$ cat src/rtl/tlb_l2_walk_ctrl.sv
// tlb_l2_walk_ctrl: initiator side of the L2 TLB lookup path.
// Takes one L1 TLB miss at a time and drives the L2 lookup port across the
// hash-rehash cycles. An L2 miss becomes a page-table walk request. The refill
// goes back to the L1 over a valid/ready handshake.
//
// Ports
//   clk_i, rst_i          clock, synchronous active-high reset
//   flush_i               abort the in-flight request
//   req_*                 L1 miss request (valid/ready, asid, vaddr)
//   l2_*                  L2 lookup strobe, captured asid/vaddr, L2 results
//   ptw_*                 walk request handshake, walk-in-progress, PTW result
//   rsp_o, rsp_ready_i    refill to the L1 (rsp_o.valid is the response valid)
//   rsp_error_o           refill carries a walk error
//   hit_cnt_o, miss_cnt_o saturating L2-hit / walk-request counters
//   proto_err_o           sticky: L2 never reported all hashes checked

package tlb_l2_walk_pkg;
   localparam int unsigned VLEN     = 39;
   localparam int unsigned ASID_MAX = 16;

   typedef struct packed {
      logic [9:0]  reserved;
      logic [43:0] ppn;
      logic [1:0]  rsw;
      logic        d;
      logic        a;
      logic        g;
      logic        u;
      logic        x;
      logic        w;
      logic        r;
      logic        v;
   } pte_t;

   typedef struct packed {
      logic                valid;
      logic                is_2M;
      logic                is_1G;
      logic [26:0]         vpn;
      logic [ASID_MAX-1:0] asid;
      pte_t                content;
   } tlb_update_t;
endpackage

// state     | meaning
// ----------+-----------------------------------------------------------
// S_IDLE    | ready for the next L1 miss
// S_LOOKUP  | strobing the L2 until it reports all hashes checked
// S_PTW_REQ | presenting the walk request to the PTW
// S_PTW_WAIT| walk accepted, waiting for the PTW update
// S_RESP    | refill held on rsp_o until the L1 takes it
module tlb_l2_walk_ctrl
   import tlb_l2_walk_pkg::*;
#(
   parameter int unsigned ASID_WIDTH = 1,
   parameter int unsigned MAX_LOOKUP = 3,
   parameter int unsigned CNT_WIDTH  = 16
) (
   input  logic                  clk_i,
   input  logic                  rst_i,
   input  logic                  flush_i,
   input  logic                  req_valid_i,
   output logic                  req_ready_o,
   input  logic [ASID_WIDTH-1:0] req_asid_i,
   input  logic [VLEN-1:0]       req_vaddr_i,
   output logic                  l2_access_o,
   output logic [ASID_WIDTH-1:0] l2_asid_o,
   output logic [VLEN-1:0]       l2_vaddr_o,
   input  logic                  l2_hit_i,
   input  logic                  l2_all_checked_i,
   input  pte_t                  l2_content_i,
   input  logic                  l2_is_2M_i,
   input  logic                  l2_is_1G_i,
   output logic                  ptw_active_o,
   output logic                  ptw_req_valid_o,
   input  logic                  ptw_req_ready_i,
   output logic [VLEN-1:0]       ptw_vaddr_o,
   input  tlb_update_t           ptw_update_i,
   input  logic                  ptw_error_i,
   output tlb_update_t           rsp_o,
   input  logic                  rsp_ready_i,
   output logic                  rsp_error_o,
   output logic [CNT_WIDTH-1:0]  hit_cnt_o,
   output logic [CNT_WIDTH-1:0]  miss_cnt_o,
   output logic                  proto_err_o
);

   localparam int unsigned LW = $clog2(MAX_LOOKUP + 1);

   typedef enum logic [2:0] {
      S_IDLE,
      S_LOOKUP,
      S_PTW_REQ,
      S_PTW_WAIT,
      S_RESP
   } state_e;

   state_e state_q, state_d;

   logic [ASID_WIDTH-1:0] asid_q;
   logic [VLEN-1:0]       vaddr_q;
   logic [LW-1:0]         lookup_cnt_q;
   logic                  abort_q, abort_d;
   pte_t                  content_q;
   logic                  is_2M_q, is_1G_q, err_q;
   logic [CNT_WIDTH-1:0]  hit_cnt_q, miss_cnt_q;
   logic                  proto_err_q;

   logic cap_req, cap_l2, cap_ptw, inc_hit, inc_miss, set_proto;
   logic abort_now, lookup_timeout;

   // The vpn/asid of the PTW update are implied by the captured request.
   logic unused_upd_fields;
   assign unused_upd_fields = ^{ptw_update_i.vpn, ptw_update_i.asid};

   assign abort_now      = abort_q | flush_i;
   assign lookup_timeout = (lookup_cnt_q == LW'(MAX_LOOKUP - 1)) && !l2_all_checked_i;

   always_ff @(posedge clk_i) begin
      if (rst_i) begin
         state_q <= S_IDLE;
      end else begin
         state_q <= state_d;
      end
   end

   always_comb begin
      state_d   = state_q;
      abort_d   = abort_q;
      cap_req   = 1'b0;
      cap_l2    = 1'b0;
      cap_ptw   = 1'b0;
      inc_hit   = 1'b0;
      inc_miss  = 1'b0;
      set_proto = 1'b0;
      unique case (state_q)
         S_IDLE: begin
            if (req_valid_i) begin
               cap_req = 1'b1;
               abort_d = 1'b0;
               state_d = S_LOOKUP;
            end
         end
         S_LOOKUP: begin
            // An abort keeps the lookup running to completion so the L2 hash
            // sequence is never cut short.
            abort_d = abort_now;
            if (l2_all_checked_i) begin
               if (abort_now) begin
                  state_d = S_IDLE;
               end else if (l2_hit_i) begin
                  cap_l2  = 1'b1;
                  inc_hit = 1'b1;
                  state_d = S_RESP;
               end else begin
                  state_d = S_PTW_REQ;
               end
            end else if (lookup_timeout) begin
               set_proto = 1'b1;
               state_d   = abort_now ? S_IDLE : S_PTW_REQ;
            end
         end
         S_PTW_REQ: begin
            if (ptw_req_ready_i) begin
               // A flush racing the handshake cannot retract the walk.
               inc_miss = 1'b1;
               abort_d  = flush_i;
               state_d  = S_PTW_WAIT;
            end else if (flush_i) begin
               state_d = S_IDLE;
            end
         end
         S_PTW_WAIT: begin
            abort_d = abort_now;
            if (ptw_update_i.valid) begin
               if (abort_now) begin
                  state_d = S_IDLE;
               end else begin
                  cap_ptw = 1'b1;
                  state_d = S_RESP;
               end
            end
         end
         S_RESP: begin
            if (flush_i || rsp_ready_i) begin
               state_d = S_IDLE;
            end
         end
         default: state_d = S_IDLE;
      endcase
   end

   always_ff @(posedge clk_i) begin
      if (rst_i) begin
         asid_q       <= '0;
         vaddr_q      <= '0;
         lookup_cnt_q <= '0;
         abort_q      <= 1'b0;
         content_q    <= '0;
         is_2M_q      <= 1'b0;
         is_1G_q      <= 1'b0;
         err_q        <= 1'b0;
         hit_cnt_q    <= '0;
         miss_cnt_q   <= '0;
         proto_err_q  <= 1'b0;
      end else begin
         abort_q <= abort_d;
         if (cap_req) begin
            asid_q       <= req_asid_i;
            vaddr_q      <= req_vaddr_i;
            lookup_cnt_q <= '0;
         end else if (state_q == S_LOOKUP) begin
            lookup_cnt_q <= lookup_cnt_q + LW'(1);
         end
         if (cap_l2) begin
            content_q <= l2_content_i;
            is_2M_q   <= l2_is_2M_i;
            is_1G_q   <= l2_is_1G_i;
            err_q     <= 1'b0;
         end else if (cap_ptw) begin
            content_q <= ptw_update_i.content;
            is_2M_q   <= ptw_update_i.is_2M;
            is_1G_q   <= ptw_update_i.is_1G;
            err_q     <= ptw_error_i;
         end
         if (inc_hit && (hit_cnt_q != '1)) begin
            hit_cnt_q <= hit_cnt_q + CNT_WIDTH'(1);
         end
         if (inc_miss && (miss_cnt_q != '1)) begin
            miss_cnt_q <= miss_cnt_q + CNT_WIDTH'(1);
         end
         if (set_proto) begin
            proto_err_q <= 1'b1;
         end
      end
   end

   always_comb begin
      req_ready_o     = (state_q == S_IDLE);
      l2_access_o     = (state_q == S_LOOKUP);
      l2_asid_o       = asid_q;
      l2_vaddr_o      = vaddr_q;
      ptw_req_valid_o = (state_q == S_PTW_REQ);
      ptw_active_o    = (state_q == S_PTW_REQ) || (state_q == S_PTW_WAIT);
      ptw_vaddr_o     = vaddr_q;
      rsp_o           = '0;
      rsp_error_o     = 1'b0;
      if (state_q == S_RESP) begin
         rsp_o.valid                = 1'b1;
         rsp_o.is_2M                = is_2M_q;
         rsp_o.is_1G                = is_1G_q;
         rsp_o.vpn                  = vaddr_q[VLEN-1:12];
         rsp_o.asid[ASID_WIDTH-1:0] = asid_q;
         rsp_o.content              = content_q;
         rsp_error_o                = err_q;
      end
      hit_cnt_o   = hit_cnt_q;
      miss_cnt_o  = miss_cnt_q;
      proto_err_o = proto_err_q;
   end

endmodule
$ cat config.mk
export PLATFORM = sky130hd
export DESIGN_NAME = tlb_l2_walk_ctrl
export DESIGN_NICKNAME = d
export VERILOG_FILES = /design/src/rtl/tlb_l2_walk_ctrl.sv
export SDC_FILE = /design/constraint.sdc
export NUM_CORES = 1
export LEC_CHECK = 0
export CAP_MARGIN = 20
export CORE_AREA = 2 2 174 176
export DETAILED_ROUTE_END_ITERATION = 7
export DIE_AREA = 0 0 176 178
export GPL_ROUTABILITY_DRIVEN = 0
export MAX_ROUTING_LAYER = met4
export PLACE_DENSITY = 0.69
export SLEW_MARGIN = 25
export SYNTH_ARGS = -nofsm -noshare
export SYNTH_HDL_FRONTEND = slang
export SYNTH_SLANG_ARGS = --single-unit
$ cat constraint.sdc
create_clock -name clk_i -period 2 [get_ports clk_i]
set_input_delay 0.2 -clock clk_i [delete_from_list [all_inputs] [get_ports clk_i]]
set_output_delay 0.2 -clock clk_i [all_outputs]
set_load 0.01 [all_outputs]
==> flow_metrics.tcl, run 1 <==
set metrics [dict create \
    status "completed" \
    die_area_mm2 0.0313 \
    ir_drop_mv 0.484 \
    critPathSlowestCell "dfxtp_1" \
    nets 1455 \
    p_leak_nw 5.09 \
    cp_top_family "buffers and inverters" \
    fillers 2970 \
    clkTransAtPathRegs_ns 0.06 \
    worstPathRequired_ns 1.80 \
    multi_input_area_mm2 0.00380 \
    r2r-start "state_q[0]" \
    power_frac_comb_pct 16.3 \
    pwr-share-seq_pct 40.2 \
    synth_top_area_share_pct 40.0 \
    hold_viol_final 0 \
    maxCapViolCount 0 \
    tns_ns 0 \
    whs_ns 0.227 \
    reg2reg_to "hit_cnt_o[9]" \
    max_freq_ghz 0.520 \
    hold_path_class "primary input to flip-flop" \
    fin_util_pct 41.3 \
    dieHeight_um 178 \
    grt_pass1_wl_um 37700 \
    p_per_area_mw_per_mm2 643 \
    start_util_pct 24.9 \
    fin_skew_ns 0.0115 \
    reg2regPathDepth 7 \
    cts.sinks 146 \
    num_io_pins 452 \
    grt_max_degree 58 \
    clockBufferDepth 2 \
    final_cell_mix "clkdlybuf4s50_1, dfxtp_1, nor2_1, and2_1, nand2_1" \
    net-switching-power_mw 1.93 \
    min_delay_path_depth 2 \
    crit_buf_inv 3 \
    postSynthCellCount 873 \
    grt_pass1_vias 6959 \
    path_cells "nand2b_4 > nor2_4 > buf_12 > clkbuf_16 > and2_1 > dlygate4sd2_1" \
    finalMaxSlewViolations 0 \
    num_vias 7297 \
    setup_viol 0 \
    sw_frac_of_total_pct 24.7 \
    synth-seq-cells 146 \
    diodes 0 \
    rrSetupSlack_ns 0.18 \
    htreeDepth 4 \
    min_period_ns 1.92 \
    yosysTopAreaCell "dfxtp_1" \
    synth-edff-count 0 \
    clkPwrFrac_pct 43.5 \
    drt-pass1-iter-count 4 \
    crit_arrival_ns 1.72 \
    seqCellArea_mm2 0.00292 \
    cts-buffers-inserted 17 \
    grt-ovfl-total 0 \
    slew_headroom_pct 66.6 \
    layout-drive-gt1-share_pct 10.9 \
    critPathMaxFanout 17 \
    io_buffers 393 \
    via_per_inst 4.48 \
    cts_root_buf "clkbuf_16" \
    grt_use_total_pct 15.7 \
    yosys_warnings 0 \
    drc 0 \
    synth_area_leaders "dfxtp_1, mux2i_1, and2_1" \
    postRouteAntennaNets 0 \
    endpoint_kind "output pin" \
    final_common_cell "clkdlybuf4s50_1" \
    max_slew.worst_pin.slew_ns 0.502 \
    hp-start "rst_i" \
    fin_crit_sh_pct 96.2 \
    row_count 63 \
    ys.flop_type "dfxtp_1" \
    core_mm2 0.0294 \
    async_reset_ff_share_pct 0 \
    antenna_found_initial 0 \
    intPower_mw 5.87 \
    drt-wirelength-per-cell_um 15.7 \
    syn_avg_cell_area_um2 8.38 \
    die_x_um 176 \
    tritoncts "yes" \
    criticalPathCategory "flip-flop to output pin" \
    synthDistinctLibCells 45 \
    drt_wl_total_um 25600 \
    syn_area_mm2 0.00731 \
    ys_seq_area_share_pct 40.0 \
    first_iter_violations 311 \
    critPathMaxStageDelay_ns 0.32 \
    critPathLaunchType "flip-flop" \
    worstSkewPairLatency_ns 0.41 \
    min_to "miss_cnt_o[13]" \
    synthToLayoutAreaGrowth_pct 65.9 \
    hpwl_um 18800 \
]
registers in the layout, summed over array words and instances, names as in the netlist:
signal        flops
content_q        64
proto_err_o       1
is_2M_q           1
err_q             1
hit_cnt_o        16
l2_vaddr_o       39
l2_asid_o         1
is_1G_q           1
lookup_cnt_q      2
miss_cnt_o       16
abort_q           1
state_q           3
cell type report:
type	count	area share [%]
flip-flops and latches	146	24.1
repair buffers	439	35.3
well taps	390	4.02
multi-input cells	617	31.3
clock buffers	18	3.54
clock inverters	12	1.52
inverters	6	0.186
cells in the mapped netlist (all sizes together), types with 2 or more instances:
library cell	n
nand4	8
buf	76
mux2i	73
and2	100
clkbuf	42
and3	5
o21ai	7
a311oi	2
a211oi	67
xor2	7
nor3	9
ha	3
or3	6
o211ai	4
inv	6
o2111ai	3
nand2	96
nor2	107
a31oi	4
nor3b	2
a21oi	56
dfxtp	146
nand3	10
or4b	2
nor4b	2
and4	2
o31ai	2
nand2b	4
xnor2	13
layer usage:
metal / part of all wire (%) / track usage (%)
met1: 42 / 18.4
met2: 51 / 27.4
met3: 5.1 / 3.03
met4: 2.1 / 4.44
met5: 0 / -
stage by stage:
step	setup WS (ns)	instances	power (mW)	area [um^2]
final	0.0770	1628	7.80	12100
after detailed placement	-0.135	1593	4.48	11600
after global routing	-0.000539	1628	8.15	12100
after global placement	-0.150	1593	4.45	11600
after floorplan	0.113	887	3.75	7370
after CTS	-0.00272	1628	7.92	12200
how the worst max path moves through the flow:
stage	startpoint	endpoint	slack [ns]	cells past startpoint
2_1_floorplan	hit_cnt_o[0]	hit_cnt_o[15]	0.11	7
3_3_place_gp	l2_hit_i	hit_cnt_o[11]	-0.15	7
3_5_place_dp	flush_i	hit_cnt_o[9]	-0.14	7
4_1_cts	state_q[1]	rsp_o[15]	-0.003	7
5_1_grt	state_q[1]	rsp_o[94]	-0.0005	6
6_report	state_q[1]	rsp_o[36]	0.08	6
timing repair:
action	in CTS	in global routing
buffers inserted	4	0
hold endpoints to repair	0	0
hold buffers	0	0
gates resized for setup	163	83
gates cloned	1	1
setup endpoints to repair	108	91
pin swaps	2	1
power groups by stage:
stage	Clock [mW]	Combinational [mW]	Sequential (mW)
2_1_floorplan	0	0.543	3.21
3_3_place_gp	0	1.25	3.19
3_5_place_dp	0	1.28	3.20
4_1_cts	3.50	1.28	3.14
5_1_grt	3.63	1.37	3.15
6_report	3.39	1.27	3.14
kinds of logic after synthesis:
logic type	synth area share, %
AOI/OAI and AO/OA	13.2
DFF	40.0
other	0.0513
muxes	9.99
adders and majority gates	0.513
and+or+nand+nor	24.3
xor gates and xnor gates	2.39
buffers and inverters	9.58
No activity file was read; power rests on OpenSTA's default activity.
==> inputs of run 2 (changes only) <==
--- a/config.mk
+++ b/config.mk
@@ -6,13 +6,12 @@
 export NUM_CORES = 1
 export LEC_CHECK = 0
 export CAP_MARGIN = 20
-export CORE_AREA = 2 2 174 176
+export CORE_AREA = 2 2 178 180
 export DETAILED_ROUTE_END_ITERATION = 7
-export DIE_AREA = 0 0 176 178
+export DIE_AREA = 0 0 180 182
 export GPL_ROUTABILITY_DRIVEN = 0
 export MAX_ROUTING_LAYER = met4
-export PLACE_DENSITY = 0.69
-export SLEW_MARGIN = 25
+export PLACE_DENSITY = 0.67
 export SYNTH_ARGS = -nofsm -noshare
 export SYNTH_HDL_FRONTEND = slang
 export SYNTH_SLANG_ARGS = --single-unit
==> constraint.sdc (replaced) <==
create_clock -name clk_i -period 2.27 [get_ports clk_i]
set_input_delay 0.227 -clock clk_i [delete_from_list [all_inputs] [get_ports clk_i]]
set_output_delay 0.227 -clock clk_i [all_outputs]
set_load 0.01 [all_outputs]
==> run 2 against run 1 <==
Compared with the run above: via count fell by 0.82%; sequential power fell by 12%; combinational power fell by 13%; critical path depth fell by 1; wire length fell by 1.2%; first-iteration DRC count rose by 1.6%; clock skew rose by 0.0026 ns; flip-flop and latch count did not move; global-route usage fell by 0.25 points; total power fell by 11%; clock power fell by 9.7%; critical path type unchanged; critical endpoint is now rsp_o[109].
==> flow_metrics.tcl, run 2 (synthesis gave the netlist of run 1 again) <==
set metrics [dict create \
    status "completed" \
    drt_wl_total_um 25300 \
    die_x_um 180 \
    start_util_pct 23.6 \
    io_buffers 393 \
    die_area_mm2 0.0328 \
    grt_use_total_pct 15.5 \
    worstSkewPairLatency_ns 0.43 \
    synthToLayoutAreaGrowth_pct 65.9 \
    whs_ns 0.276 \
    criticalPathCategory "flip-flop to output pin" \
    cts_root_buf "clkbuf_16" \
    reg2regPathDepth 7 \
    critPathMaxFanout 42 \
    rrSetupSlack_ns 0.21 \
    regMostFlops "content_q" \
    final_common_cell "clkdlybuf4s50_1" \
    critPathLaunchType "flip-flop" \
    final_cell_mix "clkdlybuf4s50_1, dfxtp_1, nor2_1, and2_1, nand2_1" \
    drt-pass1-iter-count 4 \
    max_freq_ghz 0.463 \
    ir_drop_mv 0.466 \
    drc 0 \
    clkTransAtPathRegs_ns 0.06 \
    holdBufCountCts 0 \
    postRouteAntennaNets 0 \
    reg2reg_to "hit_cnt_o[15]" \
    critPathMaxStageDelay_ns 0.56 \
    fin_crit_sh_pct 95.1 \
    hold_viol_final 0 \
    stdcell_count 1627 \
    grt_setup_unrepaired "no" \
    row_count 65 \
    tns_ns 0 \
    tritoncts "yes" \
    max_slew.worst_pin.slew_ns 0.557 \
    layout-drive-gt1-share_pct 6.20 \
    hold_path_class "primary input to flip-flop" \
    antenna_found_initial 0 \
    slew_headroom_pct 62.6 \
    critPathSlowestCell "clkdlybuf4s50_1" \
    htreeDepth 4 \
    grt-ovfl-total 0 \
    p_leak_nw 5.37 \
    num_io_pins 452 \
    dp_cells 1590 \
    via_per_inst 4.45 \
    min_period_ns 2.16 \
    endpoint_kind "output pin" \
    cts.sinks 146 \
    min_to "miss_cnt_o[13]" \
    cp_top_family "buffers and inverters" \
    drt-wirelength-per-cell_um 15.6 \
    grt_max_degree 81 \
    maxCapViolCount 0 \
    finalMaxSlewViolations 0 \
    grt_pass1_wl_um 39000 \
    dieHeight_um 182 \
    min_delay_path_depth 3 \
    largest_reg_flops 64 \
    core_mm2 0.0310 \
    first_iter_violations 316 \
    clockBufferDepth 2 \
    grt_pass1_vias 7022 \
    crit_arrival_ns 1.93 \
    cts-buffers-inserted 17 \
    hp-start "rst_i" \
    path_cells "nand2b_4 > nor2_4 > buf_12 > buf_16 > clkdlybuf4s50_1" \
    r2r-start "state_q[0]" \
    crit_buf_inv 3 \
    setup_viol 0 \
    nets 1440 \
    diodes 0 \
    p_per_area_mw_per_mm2 571 \
    fin_skew_ns 0.0141 \
    hpwl_um 18100 \
    num_vias 7237 \
    worstPathRequired_ns 2.04 \
]
==> run 2: cell types whose count changed in the layout (fill, tap and decap cells not counted), moves of 3 or more <==
cell	change
clkinvlp_4	+3
clkdlybuf4s15_2	-8
clkdlybuf4s50_1	+6
buf_6	-3
buf_2	-7
buf_4	-15
clkbuf_2	-25
dlymetal6s2s_1	+8
clkdlybuf4s15_1	-30
dlygate4sd2_1	+59
==> run 2: area by class of cell <==
class                           instances  area, um^2
Fill cell                            3161       18900
Timing Repair Buffer                  424        4280
Multi-Input combinational cell        617        3770
Sequential cell                       146        2920
Tap cell                              402         503
Clock buffer                           18         429
Clock inverter                         14         204
Inverter                                6        22.5
==> run 2: per-stage QoR <==
step                worst slack (ns)  total power, mW  cell area, um^2  util (%)
floorplan                      0.383             3.30             7370         -
global placement             -0.0599             3.91            11500      37.0
detailed placement           -0.0757             3.93            11500      37.0
CTS                         -0.00211             7.04            12100      39.1
global route                 0.00600             7.25            12100      39.2
finish                         0.110             6.93            12100      39.2
==> run 2: what timing repair did <==
action,in CTS,in global routing
pin swaps,1,0
cloned,2,0
hold endpoints to repair,0,0
endpoints found under the setup margin,93,13
setup buffers,3,0
gates resized for setup,89,10
==> run 2: worst max-delay path by stage <==
stage	start	to	slack, ns	cells after the start
6_report	state_q[1]	rsp_o[109]	0.11	5
3_3_place_gp	l2_all_checked_i	hit_cnt_o[11]	-0.06	7
5_1_grt	state_q[2]	rsp_o[28]	0.006	5
3_5_place_dp	l2_all_checked_i	hit_cnt_o[9]	-0.08	7
4_1_cts	state_q[1]	rsp_o[26]	-0.002	6
2_1_floorplan	hit_cnt_o[0]	hit_cnt_o[15]	0.38	7
==> run 2: worst register-to-register path, cell delays in order, from the launching register on <==
cell and delay (ns):
dfxtp_1 0.37, buf_4 0.18, nor3b_2 0.20, nor4b_2 0.31
buf_4 0.25, o2111ai_2 0.20, or3_1 0.36, a21oi_1 0.14
==> run 2: per-layer routing <==
metal / track usage [%] / part of all wire [%] / wire length (um)
met5: - / 0 / 0
met4: 5.53 / 2.4 / 612
met3: 3.07 / 4.5 / 1140
met2: 26.4 / 50 / 12700
met1: 18.1 / 43 / 10900
==> run 2: where the power goes <==
| group | internal (mW) | leakage (nW) | total [mW] | switching (mW) |
|---|---|---|---|---|
| Sequential | 2.68 | 1.18 | 2.76 | 0.0865 |
| Combinational | 0.660 | 3.90 | 1.11 | 0.450 |
| Clock | 1.86 | 0.291 | 3.06 | 1.20 |
